## src/rtl/nurse_call_pkg.sv

```systemverilog
// nurse_call_pkg
//   Shared constants and helpers for the ward nurse-call controller.
//   DEF_*       default parameter values used by nurse_call
//   MAX_BEDS    widest call bank supported; prio_onehot works on this width
//   prio_onehot returns a one-hot vector with the lowest set bit of vec
//               (all zeros when vec is zero)
package nurse_call_pkg;

    localparam int DEF_N_BEDS      = 4;
    localparam int DEF_SYNC_STAGES = 2;
    localparam int DEF_BUZZ_DIV    = 4;
    localparam int MAX_BEDS        = 16;

    // Two's-complement trick: vec & -vec isolates the lowest set bit.
    function automatic logic [MAX_BEDS-1:0] prio_onehot(input logic [MAX_BEDS-1:0] vec);
        return vec & (~vec + MAX_BEDS'(1));
    endfunction

endpackage

```

## src/rtl/nurse_call_sync.sv

```systemverilog
// nurse_call_sync
//   Multi-flop synchroniser for one asynchronous button line followed by a
//   rising-edge detector. A held input produces exactly one rise pulse.
//   clk    in  system clock
//   rst_n  in  asynchronous active-low reset
//   din    in  raw asynchronous input
//   rise   out one-cycle pulse when the synchronised input goes 0 -> 1
module nurse_call_sync #(
    parameter int SYNC_STAGES = 2
) (
    input  logic clk,
    input  logic rst_n,
    input  logic din,
    output logic rise
);

    logic [SYNC_STAGES-1:0] stages;
    logic                   prev_q;
    logic                   sync;

    assign sync = stages[SYNC_STAGES-1];

    always_ff @(posedge clk or negedge rst_n) begin
        if (!rst_n) begin
            stages <= '0;
            prev_q <= 1'b0;
        end else begin
            stages <= {stages[SYNC_STAGES-2:0], din};
            prev_q <= sync;
        end
    end

    assign rise = sync & ~prev_q;

endmodule

```

## src/rtl/nurse_call.sv

```systemverilog
// nurse_call
//   Ward nurse-call controller. Bed buttons are synchronised and latched as
//   pending requests; the lowest-index pending bed is shown one-hot on led
//   with its index+1 on code, and buzz runs as a square wave while anything
//   is pending. An ack pulse clears the bed currently selected.
//   clk    in  system clock
//   rst_n  in  asynchronous active-low reset
//   call   in  bed call buttons, active high, asynchronous
//   ack    in  nurse acknowledge, active high, asynchronous
//   led    out one-hot selected bed, zero when idle
//   code   out selected bed index+1, zero when idle
//   buzz   out toggles every BUZZ_DIV cycles while a request is pending
module nurse_call
    import nurse_call_pkg::*;
#(
    parameter int N_BEDS      = DEF_N_BEDS,
    parameter int SYNC_STAGES = DEF_SYNC_STAGES,
    parameter int BUZZ_DIV    = DEF_BUZZ_DIV,
    localparam int CODE_W     = $clog2(N_BEDS + 1)
) (
    input  logic              clk,
    input  logic              rst_n,
    input  logic [N_BEDS-1:0] call,
    input  logic              ack,
    output logic [N_BEDS-1:0] led,
    output logic [CODE_W-1:0] code,
    output logic              buzz
);

    localparam int CNT_W = (BUZZ_DIV > 1) ? $clog2(BUZZ_DIV) : 1;
    localparam logic [CNT_W-1:0] CNT_RELOAD = CNT_W'(BUZZ_DIV - 1);

    logic [N_BEDS-1:0] call_ev;
    logic              ack_ev;
    logic [N_BEDS-1:0] pending;
    logic [N_BEDS-1:0] pending_nxt;
    logic [N_BEDS-1:0] sel_oh;
    logic [N_BEDS-1:0] ack_clr;
    logic [CODE_W-1:0] code_nxt;
    logic [CNT_W-1:0]  buzz_cnt;

    for (genvar i = 0; i < N_BEDS; i++) begin : g_call_sync
        nurse_call_sync #(
            .SYNC_STAGES(SYNC_STAGES)
        ) u_sync (
            .clk  (clk),
            .rst_n(rst_n),
            .din  (call[i]),
            .rise (call_ev[i])
        );
    end

    nurse_call_sync #(
        .SYNC_STAGES(SYNC_STAGES)
    ) u_ack_sync (
        .clk  (clk),
        .rst_n(rst_n),
        .din  (ack),
        .rise (ack_ev)
    );

    assign sel_oh = N_BEDS'(prio_onehot(MAX_BEDS'(pending)));

    // Ack only clears the selected bed; a call event on that same bed in
    // the same cycle is OR-ed in afterwards so the new request survives.
    always_comb begin
        ack_clr     = ack_ev ? sel_oh : '0;
        pending_nxt = (pending & ~ack_clr) | call_ev;
    end

    always_comb begin
        code_nxt = '0;
        for (int i = 0; i < N_BEDS; i++) begin
            if (sel_oh[i]) begin
                code_nxt = CODE_W'(i + 1);
            end
        end
    end

    // Outputs follow the pending register one cycle later. The buzzer uses a
    // down-counter parked at zero when idle, so the first pending cycle
    // switches the buzzer on and each later toggle happens on terminal count.
    always_ff @(posedge clk or negedge rst_n) begin
        if (!rst_n) begin
            pending  <= '0;
            led      <= '0;
            code     <= '0;
            buzz     <= 1'b0;
            buzz_cnt <= '0;
        end else begin
            pending <= pending_nxt;
            led     <= sel_oh;
            code    <= code_nxt;
            if (pending == '0) begin
                buzz_cnt <= '0;
                buzz     <= 1'b0;
            end else if (buzz_cnt == '0) begin
                buzz_cnt <= CNT_RELOAD;
                buzz     <= ~buzz;
            end else begin
                buzz_cnt <= buzz_cnt - CNT_W'(1);
            end
        end
    end

endmodule

```

## config.mk

```make
export PLATFORM = sky130hd
export DESIGN_NAME = nurse_call
export DESIGN_NICKNAME = d
export VERILOG_FILES = /design/src/rtl/nurse_call_pkg.sv /design/src/rtl/nurse_call_sync.sv /design/src/rtl/nurse_call.sv
export SDC_FILE = /design/constraint.sdc
export NUM_CORES = 1
export LEC_CHECK = 0
export CORE_UTILIZATION = 53
export CTS_CLUSTER_DIAMETER = 40
export DETAILED_ROUTE_END_ITERATION = 16
export PLACE_DENSITY = 0.78
export SLEW_MARGIN = 10
export SYNTH_ARGS = -nofsm -noshare
export SYNTH_HDL_FRONTEND = slang
export SYNTH_HIERARCHICAL = 1
export SYNTH_SLANG_ARGS = --single-unit
```

## constraint.sdc

```tcl
create_clock -name clk -period 3.4 [get_ports clk]
set_input_delay 0.34 -clock clk [delete_from_list [all_inputs] [get_ports clk]]
set_output_delay 0.34 -clock clk [all_outputs]
set_load 0.05 [all_outputs]
```

# After elaboration in Yosys (flattened, before gate mapping)
# Cells that the tools add are included.
[totals]
output_inout_bits = 8
reg_bits = 29
inputBits = 7
word_cells = 45
[op_classes]
mux = 9
bitwise = 16
reduce_logical = 3
add_sub_neg = 2
[ops]
columns = ["operator", "n"]
rows = [
  ["4-bit bitwise AND", 2],
  ["4-bit inverter", 2],
  ["2-bit two-way mux", 3],
  ["3-bit two-way mux", 2],
  ["1-bit inverter", 6],
  ["1-bit bitwise AND", 5],
  ["4-bit by 1-bit adder with 4-bit output (second input constant)", 1],
  ["4-bit zero test", 1],
  ["4-bit two-way mux", 1],
  ["4-bit bitwise OR", 1],
  ["1-bit two-way mux", 3],
  ["2-bit zero test", 1],
  ["2-bit nonzero test", 1],
  ["2-bit by 1-bit subtractor with 2-bit output (second input constant)", 1],
]

# Longest topological paths before layout
# Gate-level depths: netlist of the first run.
[logic_depth]
ltp_word = 7
depth_mapped = 4
mapped_depth_nobuf = 4

# By module
# The synthesis of the first run kept the hierarchy.
[modules_own_cells]
columns = ["mod", "instances", "area_each_um2", "cells_per_inst", "seq_area_each_um2"]
rows = [
  ["nurse_call", 1, 495.5, 39, 325.3],
  ["nurse_call_sync", 5, 88.8, 4, 75.1],
]

# Worst setup path before layout of the first run
# No wires, ideal clock.
[synth_path]
kind = "flip-flop to flip-flop"
start = "register pending[0]"
end = "register pending[3]"
synth_period_minus_slack_ns = 1.269
setup_time_ns = 0.118
slack_ns = 2.131
t_arrival_ns = 1.151
path_buffers = 1
stages_incl_launch_ff = 4
required_ns = 3.282
path_cell_list = "dfrtp_1 > buf_6 > or4b_1 > a21o_1"
[synth_between]
elab_chain_len = 7
[synth_rtl]
columns = ["item", "line_no", "source"]
rows = [
  ["start, declared", "nurse_call.sv:35", "logic [N_BEDS-1:0] pending;"],
  ["start signal, assigned", "nurse_call.sv:91", "pending <= pending_nxt;"],
  ["4-bit inverter", "nurse_call_pkg.sv:16", "return vec & (~vec + MAX_BEDS'(1));"],
  ["4-bit by 1-bit adder with 4-bit output", "nurse_call_pkg.sv:16", ""],
  ["4-bit bitwise AND", "nurse_call_pkg.sv:16", ""],
  ["4-bit two-way mux", "nurse_call.sv:67", "ack_clr = ack_ev ? sel_oh : '0;"],
  ["4-bit inverter", "nurse_call.sv:68", "pending_nxt = (pending & ~ack_clr) | call_ev;"],
  ["4-bit bitwise AND", "nurse_call.sv:68", ""],
  ["4-bit bitwise OR", "nurse_call.sv:68", ""],
  ["named net pending_nxt[3]", "nurse_call.sv:36", "logic [N_BEDS-1:0] pending_nxt;"],
]
# The timed path passes the listed nets, and every way through them passes these cells.
# A chain may end at the register's enable or synchronous reset.

# Worst setup path in the final report of the first run
[layout_path]
start = "register buzz"
end = "output port buzz"
[layout_lines]
columns = ["item", "line_no", "source"]
rows = [
  ["start, declared", "nurse_call.sv:27", "output logic buzz"],
  ["start signal, assigned", "nurse_call.sv:99", "buzz <= ~buzz;"],
]
# No word-level cell between the ends.

==> results of run 1 <==
layout make-up:
| class | count | area share (%) |
|---|---|---|
| flip-flops and latches | 28 | 63.0 |
| multi-input cells | 24 | 18.1 |
| repair buffers | 14 | 12.1 |
| clock buffers | 4 | 3.26 |
| well taps | 16 | 1.80 |
| inverters | 5 | 1.69 |
state kept, by name (all words and copies together), names as in the netlist:
register,count
buzz,1
u_ack_sync/stages,2
u_ack_sync/prev_q,1
g_call_sync.u_sync/stages,8
code,3
buzz_cnt,2
pending,4
g_call_sync.u_sync/prev_q,4
led,3
metrics by stage:
step | instance area, sq um | worst slack, ns | cells
after floorplan | 940 | 2.13 | 59
after global placement | 1080 | 1.68 | 87
after detailed placement | 1080 | 1.66 | 87
after CTS | 1120 | 1.55 | 91
after global routing | 1110 | 1.52 | 91
final | 1110 | 1.55 | 91
metal layers:
metal | GRT usage (%) | up-vias | wire length (um)
met3 | 3.67 | 6 | 41
met1 | 16.6 | 224 | 510
met5 | 0 | - | 0
met2 | 21.5 | 20 | 481
met4 | 10.9 | 0 | 37
li1 | - | 220 | -
how the worst min path moves through the flow:
stage / startpoint / to / slack, ns / cells after the start
after CTS: g_call_sync[3].u_sync/stages[0] / g_call_sync[3].u_sync/stages[1] / 0.37 / 0
after floorplan: rst_n / buzz / 0.04 / 0
after global routing: rst_n / buzz_cnt[0] / 0.03 / 1
final: rst_n / buzz_cnt[0] / -0.006 / 1
after global placement: g_call_sync[3].u_sync/stages[0] / g_call_sync[3].u_sync/stages[1] / 0.33 / 0
after detailed placement: g_call_sync[3].u_sync/stages[0] / g_call_sync[3].u_sync/stages[1] / 0.33 / 0
cell usage in the layout (no fill, tap or decap):
cell	instances
clkbuf_8	1
nor2_1	5
a21o_1	3
inv_1	5
or3b_1	1
nor4b_1	1
ha_1	1
or4b_1	1
nand2b_1	1
nor3b_1	1
clkbuf_4	3
xnor2_1	1
clkdlybuf4s50_1	13
dfrtp_1	28
a21oi_1	1
nor4_1	1
a21o_2	2
buf_2	1
nor2b_4	5
where the power goes:
part           switching (W)  total [W]  internal, W
Clock              0.0000893   0.000155    0.0000654
Sequential         0.0000219   0.000388     0.000366
Combinational      0.0000762   0.000125    0.0000491
cell families (layout without fill, tap and decap cells):
group | Yosys count | after routing | synth area share, %
DFF | 28 | 28 | 74.6
AOI/OAI and AO/OA | 6 | 6 | 4.79
xor gates and xnor gates | 1 | 1 | 0.932
adders and majority gates | 1 | 1 | 1.33
and+or+nand+nor | 16 | 16 | 14.4
buffers and inverters | 7 | 23 | 4.00
==> impl_metrics.ini, run 1 <==
[cells_and_area]
nFillCells = 110
final_nets = 84
seq_area_sq_um = 701
area_growth_pct = 18.4
multiInputGateArea_sq_um = 201
layout-drive-gt1-share_pct = 16.0
fin_util_pct = 70.6
antenna_cells = 0

[critical_path]
crit_path_start_kind = flop
critPathLaunch = buzz
path_class = reg2out
r2r-end = pending[3]
critical_path_depth = 1
slowest_stage = clkdlybuf4s50_1
slowest_delay_ns = 0.80
arrival_ns = 1.51
cp_top_family = buffers and inverters
reg2reg_slack_ns = 2.10
reg2reg_from = pending[0]
r2r_cells = 2
path_cells = clkdlybuf4s50_1
critPathCaptureType = output pin
cp.required_ns = 3.06
endpoint = buzz
path_buf_inv = 1
worstPathMaxFanout = 2

[status]
violations = hold timing
status = complete, but fails checks

[drt]
drt-initial-drc-count = 8
ant_nets = 0
drcViolationCount = 0
vias = 470
drt-total-wl_um = 1070
dr.pass1.iters = 6
routed_via_density = 5.16
wl_per_cell_um = 11.8

[clock_tree]
clock_path_buffers = 2
clock_sinks = 28
clk_latency_ns = 0.32
cts_root_buf = clkbuf_4
h-tree-depth = 1
postCtsSetupRepairBufs = 0
clkTransAtPathRegs_ns = 0.14
cts_made_buffers = 3
cts_tree = built
cts.repair.resized = 0
cts_hold_buf = 0

[synthesis]
synth_ff_type = dfrtp_1
yosys_warnings = 6
netlist-cell-type-count = 17
async_flop_share_pct = 100
synth_top_area_share_pct = 74.6
yosys-top-cells-count = dfrtp_1 (28), inv_1 (5), nor2_1 (5), nor2b_4 (5), a21o_1 (3)
netlist_area_sq_um = 940
synth-seq-cells = 28
syn_inst = 59
synth_edf_count = 0
synth_seq_area_share_pct = 74.6
synth_top_area_cell = dfrtp_1
synth_nets = 67
post-synth-top-count-cell = dfrtp_1
avgSynthCellArea_sq_um = 15.9
synth_area_leaders = dfrtp_1 (75%), nor2b_4 (7.3%), a21o_1 (2.4%)

[floorplan]
die_y_um = 44.1
core_area_sq_mm = 0.00158
io_pins = 15
fp-row-count = 14
start_util_pct = 59.6
fp.dieW_um = 44.1
die_area_sq_mm = 0.00195

[place]
dp_hpwl_um = 711
port_buffers = 14
gp_congestion = 0.685

[power_and_ir_drop]
p_leak_nw = 0.509
power_density_mw_per_mm2 = 600
p_total_w = 0.000667
irDropWorstVdd_v = 0.000414

[timing]
fin_skew_ns = 0.00955
worstMarginPinSlew_ns = 0.579
hold_viol_final = 13
holdWs_ns = -0.00582
relSlewSlack_pct = 61.4
drv_slew = 0
post-route-period-util_pct = 54.3
finalSetupTns_ns = 0
grt_setup_unrepaired = false
setup-violations-final = 0
clock.fmax_ghz = 0.542
layout_min_cycle_time_ns = 1.85

[run]
drv_cap = 0

[grt]
grt_pass1_wl_um = 1870
gr-usage-all-layers_pct = 13.9
grt_max_degree = 29
antenna_found_initial = 0
gr-total-overflow = 0
grt_pass1_vias = 438

[min_path]
hold_class = in2async
Note: power is estimated with default switching activity, not from simulation.
==> inputs of run 2 (changes only) <==
- CORE_UTILIZATION: 53 -> 50
- PLACE_DENSITY: 0.78 -> 0.74
- clock period: 3.4 -> 1.75 ns (I/O delays scaled with it)
==> run 2 against run 1 <==
The flow now finishes without violations. Register-to-register slack worse by 1.7 ns. Via count decreased by 1.1%. Worst hold slack improved by 0.23 ns. Sequential cell count unchanged. Largest cell class unchanged. Largest power group unchanged. Highest routed layer unchanged.
==> impl_metrics.ini, run 2 (synthesis results as in run 1) <==
[status]
status = complete, no violations

[critical_path]
crit_path_start_kind = flop
arrival_ns = 1.49
critPathCaptureType = output pin
r2r_cells = 2
cp_top_family = buffers and inverters
cp.required_ns = 1.57
path_buf_inv = 1
path_cells = clkdlybuf4s50_1
critical_path_depth = 1
path_class = reg2out
worstPathMaxFanout = 2
slowest_delay_ns = 0.80
slowest_stage = clkdlybuf4s50_1

[grt]
gr-total-overflow = 0
grt_pass1_vias = 448
grt_pass1_wl_um = 1940
gr-usage-all-layers_pct = 14.7
antenna_found_initial = 0
grt_max_degree = 29

[place]
gp_congestion = 0.698
pre_cts_ws_ns = 0.439
port_buffers = 14
postPlaceCellArea_sq_mm = 0.00110
dp_hpwl_um = 764

[timing]
layout_min_cycle_time_ns = 1.66
holdWs_ns = 0.224
finalSetupTns_ns = 0
drv_slew = 0
post-route-period-util_pct = 95.1
worstMarginPinSlew_ns = 0.497
fin_ws_ns = 0.0861
hold_viol_final = 0
fin_skew_ns = 0.000536
setup-violations-final = 0
grt_setup_unrepaired = false
relSlewSlack_pct = 66.5
clock.fmax_ghz = 0.601

[cells_and_area]
layout-drive-gt1-share_pct = 14.7
largest_reg_flops = 8
final_common_cell = dfrtp_1
final_area_sq_mm = 0.00112
regMostFlops = g_call_sync.u_sync/stages
nFillCells = 135
area_growth_pct = 19.4
top_regs = g_call_sync.u_sync/stages: 8 flops, g_call_sync.u_sync/prev_q: 4 flops, pending: 4 flops
antenna_cells = 0
final_nets = 85
final_cell_mix = dfrtp_1 (28), clkdlybuf4s50_1 (14), inv_1 (5), nor2_1 (5), nor2b_4 (5)

[clock_tree]
postCtsSetupRepairBufs = 0
cts_made_buffers = 3
clk_latency_ns = 0.31
cts_root_buf = clkbuf_4
clock_path_buffers = 2
clock_sinks = 28
cts.repair.resized = 0
h-tree-depth = 1
cts_hold_buf = 0
clkTransAtPathRegs_ns = 0.12
cts_tree = built

[power_and_ir_drop]
comb_power_share_pct = 19.8
p_clk_share_pct = 19.4
internal_power_w = 0.000889
power_density_mw_per_mm2 = 1100
switching_power_w = 0.000347
irDropWorstVdd_v = 0.000711
pwr-share-seq_pct = 60.8
p_total_w = 0.00124
switching_share_pct = 28.1
p_leak_nw = 0.506

[floorplan]
start_util_pct = 53.8
io_pins = 15
die_area_sq_mm = 0.00206
fp.dieW_um = 45.4
die_y_um = 45.4
fp-row-count = 15
core_area_sq_mm = 0.00175

[drt]
routed_via_density = 4.65
drcViolationCount = 0
vias = 465
drt-initial-drc-count = 6
dr.pass1.iters = 4
drt-total-wl_um = 1100
wl_per_cell_um = 11.0
ant_nets = 0

[min_path]
hold_class = in2async

[run]
drv_cap = 0
run 2: cell types whose count changed in the layout (fill, tap and decap cells not counted):
cell             delta
clkbuf_8            -1
buf_4               +1
buf_2               -1
clkdlybuf4s50_1     +1
run 2: worst paths after layout:
kind / from / endpoint / slack [ns]
worst min register to register: g_call_sync[0].u_sync/stages[0] / g_call_sync[0].u_sync/stages[1] / 0.36
worst min-delay path: rst_n / led[2] / 0.22
min in group clk: call[0] / g_call_sync[0].u_sync/stages[0] / 0.29
max in group asynchronous: rst_n / g_call_sync[0].u_sync/prev_q / 1.28
worst max register to register: pending[0] / pending[3] / 0.43
worst max-delay path: buzz / buzz / 0.09
run 2: final cells by class:
type,count,area (sq um),area share [%]
clock buffer,3,22.5,2.01
inverter,5,18.8,1.67
multi-input combinational,24,201,17.9
sequential,28,701,62.4
tap,25,31.3,2.79
timing repair buffer,15,148,13.2
run 2: per-stage QoR:
stage | instances | utilization (%)
6_report | 100 | 64.3
5_1_grt | 100 | 64.3
4_1_cts | 100 | 64.3
3_5_place_dp | 97 | 63.0
3_3_place_gp | 97 | 63.0
2_1_floorplan | 59 | -
run 2: power groups by stage:
stage                     combinational (W)  clock [W]  sequential, W
after detailed placement           0.000247          0       0.000764
after global placement             0.000241          0       0.000761
after floorplan                   0.0000695          0       0.000850
final                              0.000245   0.000240       0.000751
after CTS                          0.000248   0.000255       0.000751
after global routing               0.000259   0.000272       0.000759
run 2: metal layers:
layer | up-vias | share of wire [%] | track usage [%]
met5 | - | 0 | 0
met1 | 224 | 45 | 16.2
li1 | 221 | - | -
met2 | 16 | 45 | 22.6
met4 | 0 | 4.5 | 14.5
met3 | 4 | 4.5 | 3.60
==> inputs of run 3 (changes only) <==
- REMOVE_ABC_BUFFERS: default -> 1
==> run 3 against run 2 <==
Fmax fell by 0.94%. Final area rose by 2.7%. Die area did not move. Largest cell class unchanged. Sequential power barely moved.
==> impl_metrics.ini, run 3 (synthesis results as in run 1) <==
[drt]
drt-initial-drc-count = 3
vias = 460
dr.pass1.iters = 3
ant_nets = 0
drt-total-wl_um = 974
drcViolationCount = 0
wl_per_cell_um = 9.64
routed_via_density = 4.55

[critical_path]
path_buf_inv = 1
slowest_delay_ns = 0.80
crit_path_start_kind = flop
arrival_ns = 1.50
cp.required_ns = 1.57
slowest_stage = clkdlybuf4s50_1
critPathCaptureType = output pin
cp_top_family = buffers and inverters
worstPathMaxFanout = 2
path_class = reg2out
path_cells = clkdlybuf4s50_1

[cells_and_area]
regMostFlops = g_call_sync.u_sync/stages
final_common_cell = dfrtp_1
top_regs = g_call_sync.u_sync/stages: 8 flops, g_call_sync.u_sync/prev_q: 4 flops, pending: 4 flops
final_nets = 85
largest_reg_flops = 8
area_growth_pct = 22.6
antenna_cells = 0
final_cell_mix = dfrtp_1 (28), clkdlybuf4s50_1 (14), inv_1 (5), nor2_1 (5), nor2b_4 (5)
final_area_sq_mm = 0.00115
layout-drive-gt1-share_pct = 15.8

[timing]
finalSetupTns_ns = 0
worstMarginPinSlew_ns = 0.498
grt_setup_unrepaired = false
post-route-period-util_pct = 96.0
relSlewSlack_pct = 66.7
hold_viol_final = 0
setup-violations-final = 0
layout_min_cycle_time_ns = 1.68
drv_slew = 0
clock.fmax_ghz = 0.595
fin_skew_ns = 0.00737

[grt]
grt_pass1_vias = 393
grt_pass1_wl_um = 1570
grt_max_degree = 29
gr-usage-all-layers_pct = 11.6
gr-total-overflow = 0
antenna_found_initial = 0

[clock_tree]
h-tree-depth = 1
clock_sinks = 28
cts_hold_buf = 0
clkTransAtPathRegs_ns = 0.14
cts.repair.resized = 0
clk_latency_ns = 0.31
cts_tree = built
clock_path_buffers = 2
postCtsSetupRepairBufs = 0
cts_root_buf = clkbuf_4
cts_made_buffers = 3

[power_and_ir_drop]
irDropWorstVdd_v = 0.00103
p_leak_nw = 0.521
power_density_mw_per_mm2 = 1210

[run]
drv_cap = 0

[place]
port_buffers = 14
gp_congestion = 0.674
postPlaceCellArea_sq_mm = 0.00110
dp_hpwl_um = 666

[floorplan]
io_pins = 15
die_y_um = 45.4
start_util_pct = 53.8
core_area_sq_mm = 0.00175
fp-row-count = 15
fp.dieW_um = 45.4
die_area_sq_mm = 0.00206

[status]
status = complete, no violations

[min_path]
hold_class = in2async
## run 3: changes by cell type in the layout (fill, tap and decap cells not counted)
| cell | previous run | this run |
|---|---|---|
| bufinv_16 | 0 | 1 |
## run 3: through the flow
step                      cells  utilization, %  total power [W]  worst slack, ns  hold WS, ns
after global placement       97            63.0          0.00100            0.445        0.332
after detailed placement     97            63.0          0.00101            0.430        0.335
final                       101            66.0          0.00139           0.0704        0.211
after floorplan              57               -         0.000913            0.518       -0.121
after CTS                   101            66.0          0.00141           0.0507        0.212
after global routing        101            66.0          0.00145           0.0175        0.227
## run 3: area by class of cell
cell class              instances  area [sq um]
clock buffers                   3          22.5
clock inverters                 1          30.0
fillers                       123           593
inverters                       5          18.8
multi-input cells              24           201
flip-flops and latches         28           701
well taps                      25          31.3
repair buffers                 15           148
## run 3: worst register-to-register path, delay by kind of cell, from the launching register on
kind               cells  cell delay [ns]
AOI/OAI and AO/OA      1             0.18
DFF                    1             0.50
and+or+nand+nor        1             0.53
## run 3: power breakdown
group	internal [W]	switching (W)	total, W
clock network	0.000231	0.000169	0.000400
logic	0.0000972	0.000144	0.000241
registers	0.000710	0.0000397	0.000750
## run 3: path summary, 6_finish.rpt
path | start | end | slack (ns) | cells after the start
max | buzz | buzz | 0.07 | 1
min in group clk | call[3] | g_call_sync[3].u_sync/stages[0] | 0.28 | 1
min | rst_n | pending[1] | 0.21 | 2
min reg2reg | g_call_sync[2].u_sync/stages[0] | g_call_sync[2].u_sync/stages[1] | 0.37 | 0
max reg2reg | pending[0] | pending[3] | 0.45 | 2
max in group asynchronous | rst_n | g_call_sync[1].u_sync/prev_q | 1.29 | 2
## run 3: routing by layer
metal | GRT usage (%) | vias to the layer above | wire, um
li1 | - | 219 | -
met1 | 13.7 | 224 | 406
met2 | 17.7 | 15 | 511
met3 | 2.40 | 2 | 46
met4 | 10.9 | 0 | 9
met5 | 0 | - | 0
